### config.mk
export PLATFORM = sky130hd
export DESIGN_NAME = demux_1ton_stream
export DESIGN_NICKNAME = d
export VERILOG_FILES = /design/src/rtl/demux_1ton_stream.sv
export SDC_FILE = /design/constraint.sdc
export NUM_CORES = 1
export LEC_CHECK = 0
export CORE_MARGIN = 2
export CORE_UTILIZATION = 44
export CTS_BUF_LIST = sky130_fd_sc_hd__clkbuf_4
export DETAILED_ROUTE_END_ITERATION = 8
export HOLD_SLACK_MARGIN = 0.05
export PLACE_DENSITY = 0.82
export SYNTH_ARGS = -nofsm -noshare
export SYNTH_HDL_FRONTEND = slang
export SYNTH_SLANG_ARGS = --single-unit
### constraint.sdc
create_clock -name clk -period 3.4 [get_ports clk]
set_clock_uncertainty 0.05 [all_clocks]
set_input_delay 0.34 -clock clk [delete_from_list [all_inputs] [get_ports clk]]
set_output_delay 0.34 -clock clk [all_outputs]
set_load 0.03 [all_outputs]
### src/rtl/demux_1ton_stream.sv
// 1-to-N stream demultiplexer: one registered slot per output channel, with
// broadcast, and sticky error plus saturating drop count for out-of-range selects.
module demux_1ton_stream #(
    parameter  int WIDTH = 8,
    parameter  int N     = 4,
    parameter  int CNT_W = 8,
    localparam int SEL_W = $clog2(N)
) (
    input  logic               clk,
    input  logic               rst,
    input  logic [WIDTH-1:0]   i_data,
    input  logic [SEL_W-1:0]   i_sel,
    input  logic               i_bcast,
    input  logic               i_valid,
    output logic               i_ready,
    output logic [N*WIDTH-1:0] o_data,
    output logic [N-1:0]       o_valid,
    input  logic [N-1:0]       o_ready,
    output logic               err_sel,
    output logic [CNT_W-1:0]   drop_cnt
);

    logic [N-1:0]     valid_r;
    logic [WIDTH-1:0] data_r [N];
    logic             err_sel_r;
    logic [CNT_W-1:0] drop_cnt_r;

    logic [N-1:0]     can_take_s;
    logic [N-1:0]     push_s;
    logic             sel_in_range_s;
    logic             ready_s;
    logic             drop_s;

    // A slot can take a word when it is empty or is being drained this cycle.
    always_comb begin
        can_take_s = ~valid_r | o_ready;
    end

    // Readiness, push targets and out-of-range sinking.
    always_comb begin
        sel_in_range_s = (int'(i_sel) < N);
        ready_s        = 1'b1;
        push_s         = '0;
        drop_s         = 1'b0;
        if (i_bcast) begin
            // All slots load together or none do.
            ready_s = &can_take_s;
            if (i_valid && ready_s) begin
                push_s = '1;
            end else begin
                push_s = '0;
            end
        end else if (sel_in_range_s) begin
            ready_s        = can_take_s[i_sel];
            push_s[i_sel]  = i_valid & ready_s;
        end else begin
            ready_s = 1'b1;
            drop_s  = i_valid;
        end
    end

    // Per-channel slot update; a push in the same cycle as a pop keeps the slot full.
    always_ff @(posedge clk) begin
        if (rst) begin
            valid_r <= '0;
            for (int k = 0; k < N; k++) begin
                data_r[k] <= '0;
            end
        end else begin
            for (int k = 0; k < N; k++) begin
                if (push_s[k]) begin
                    valid_r[k] <= 1'b1;
                    data_r[k]  <= i_data;
                end else if (valid_r[k] && o_ready[k]) begin
                    valid_r[k] <= 1'b0;
                end
            end
        end
    end

    // Drop accounting: sticky flag and saturating counter, cleared only by reset.
    always_ff @(posedge clk) begin
        if (rst) begin
            err_sel_r  <= 1'b0;
            drop_cnt_r <= '0;
        end else if (drop_s) begin
            err_sel_r <= 1'b1;
            if (drop_cnt_r != {CNT_W{1'b1}}) begin
                drop_cnt_r <= drop_cnt_r + {{(CNT_W-1){1'b0}}, 1'b1};
            end
        end
    end

    for (genvar k = 0; k < N; k++) begin : g_out
        assign o_data[k*WIDTH +: WIDTH] = data_r[k];
    end

    assign o_valid  = valid_r;
    assign i_ready  = ready_s;
    assign err_sel  = err_sel_r;
    assign drop_cnt = drop_cnt_r;

endmodule

==> impl_results.md <==
* Share of layout cells above drive strength 1 at 6.154%
* Post-synthesis cell area at approximately 1600 um2
* Count of final hold-check violations at 0
* Unrepaired setup endpoints after global routing: false
* Pwr dens at roughly 460 nW/um2
* Yosys warning total at 0
* Ant diodes at 0
* Most frequent cells in the layout: clkdlybuf4s50_1 (54), nor2_1 (39), edfxtp_1 (32)
* Leak at approximately 0.82 nW
* Slew headroom at 53.14%
* Register area share after synthesis at 66.51%
* Synth Area in Adders at 0%
* Synth Area in Simple Gates at 19.02%
* Overflow left after global routing at 0
* Worst slack, placed at between 0.5 and 0.6 ns
* Routed WL at between 3 and 4 mm
* Port-buffer cells at 54
* DP Cell Count at between 200 and 250
* Die area at 4051 um2
* Worst hold path type: reg -> reg
* Area grow syn2layout at 39.49%
* Largest net degree at the start of global routing at 13
* # resized after CTS at 0
* Die Y at between 60 and 70 um
* Die width at roughly 64 um
* Starting Density at between 40% and 50%
* Fin util at 64.41%
* Longest Clk Path Bufs at 2
* Global-route wire length before repair at between 5 and 6 mm
* Post-route ant nets at 0
* Worst Path Class, Setup: in -> out
* Non-filler cells in the finished layout at between 200 and 250
* Most common cell after layout, fill and taps aside: clkdlybuf4s50_1
* Clk sinks at 36
* Run status: completed
* CTS Hold Bufs at 0
* Final setup margin at 0.5281 ns
* Final setup fails at 0
* Vias/cell at approximately 5.1
* H-tree lvl count at 2
* Crit Path Max Fanout at 12
* Max cap viols at 0
* Critical Path AT at around 2.5 ns
* Fin crit period at 2.872 ns
* Synthesized flop and latch total at 36
* Initial antenna violation count at 0
* Post-CTS setup buffers at 0
* Root Driver: clkbuf_4
* Unique masters post-synth at 29
* Slew @ Worst Pin at between 0.7 and 0.8 ns
* Max Clock Freq at between 300 and 400 MHz
* Clk slew on worst S/H paths at 0.10 ns
* Synth Instances at between 100 and 150
* Routed via count at 1236
* WL/cell at around 14 um
* GRT Util Overall at 18.85%
* Number of global-route vias before repair at between 1000 and 1500
* Main combinational cell family by area after synthesis: simple AND/OR/NAND/NOR gates
* IO Pins at 64
* Synth Area per Inst at between 10 and 15 um2
* Initial DRC count at 68
* Fin. max-slew vios at 0
* DRC viols at 0
* CP required at 3.01 ns
* Xor-xnor portion of the synthesized cell area at 0%
* Placer congestion estimate at approximately 0.89
* Post-DP HPWL at ~2.6 mm
* Mux share of post-synthesis cell area at less than 1%
* Core Region at between 3000 and 4000 um2
* CTS tree: yes
* Period utilisation layout at a little over four fifths
* CP startpoint kind: input pin
* TNS Setup at 0 ns
* Post-synthesis compound-gate area fraction at under 10%
* Worst skew pair latency at between 0.3 and 0.4 ns
* Site Rows at 21
* Detailed-router iteration count before antenna repair at 5
* Final Net Count at between 200 and 250
* CTS buffer count at 5
* CP endpoint kind: primary output
* Peak supply drop at about 0.22 mV
path summary, 6_finish.rpt:
check	from	slack [ns]	end	cells past startpoint
setup / recovery	i_sel[1]	0.53	i_ready	6
hold / removal	o_valid[3]	0.69	o_valid[3]	3
setup reg to reg	o_valid[1]	1.37	data_r[2][2]	4
hold reg to reg	o_valid[3]	0.69	o_valid[3]	3
synth_stat cells:
cell type   n  area (um2)
o31ai_1     1       7.510
nor2_1     39       146.4
o41ai_2     1       16.27
o41ai_1     1       8.760
a211oi_1    3       22.52
inv_1       2       7.510
nand2b_1    1       6.260
conb_1      1       3.750
edfxtp_1   32       960.9
mux2i_1     1       10.01
clkbuf_1    2       7.510
nor3_1      1       5.000
buf_4       9       67.56
o21ai_0     2       10.01
o211ai_1    1       7.510
nor4_4      1       21.27
dfxtp_1     4       80.08
a311oi_1    1       8.760
nand2_1    14       52.55
a21oi_1     4       20.02
nand4_1     1       6.260
nor4_1      1       6.260
nand3b_1    1       7.510
nor4b_1     1       8.760
a31oi_1     1       6.260
buf_2       2       10.01
buf_1       1       3.750
a2bb2oi_1   1       8.760
nor2b_1     6       37.54
state kept, by name, indices dropped and copies added, names as in the netlist:
register and flops:
data_r 32, o_valid 4
per-layer routing:
metal  wire length [um]  GRT usage (%)  vias to the layer above  part of all wire, %
met3                315          6.786                       13                  9.1
li1                   -              -                      572                    -
met1               1334          21.65                      566                   38
met2               1673          30.39                       85                   48
met5                  0              0                        -                    0
met4                142          10.60                        0                  4.1
cells by family (layout without fill, tap and decap cells):
group / after synthesis / count (layout)
buffers and inverters: 16 / 67
muxes: 1 / 1
other: 1 / 9
DFF: 36 / 36
AOI/OAI and AO/OA: 16 / 16
and+or+nand+nor: 66 / 66
power breakdown:
group          leakage [nW]  internal (W)  switching (W)  total [W]
clock network        0.0338     0.0000954       0.000124   0.000220
logic                 0.417     0.0000936       0.000156   0.000250
registers             0.374      0.000518     0.00000997   0.000528
total                 0.825      0.000708       0.000290   0.000998
worst max-delay path: stages:
cell and delay, ns:
clkdlybuf4s50_1 0.72, nor4b_1 0.12, a311oi_1 0.39, o21ai_0 0.15, nand2_1 0.09, clkdlybuf4s50_1 0.67
metrics by stage:
stage	total power [W]	area (um2)	hold slack, ns
2_1_floorplan	0.0006892	1595	0.3624
3_3_place_gp	0.0007849	2127	0.6908
3_5_place_dp	0.0007887	2127	0.6657
4_1_cts	0.001008	2183	0.6604
5_1_grt	0.001040	2183	0.6953
6_report	0.0009978	2183	0.6923
final cells by class:
class                      instances  area (um2)
clock buffer                       7       52.55
fill                             269        1206
clock inverter                     1       3.754
tap                               46       57.56
sequential                        36        1041
inverter                           2       7.507
multi-input combinational         92       457.9
timing repair buffer              57       563.0
Note: power is estimated with default switching activity, not from simulation.
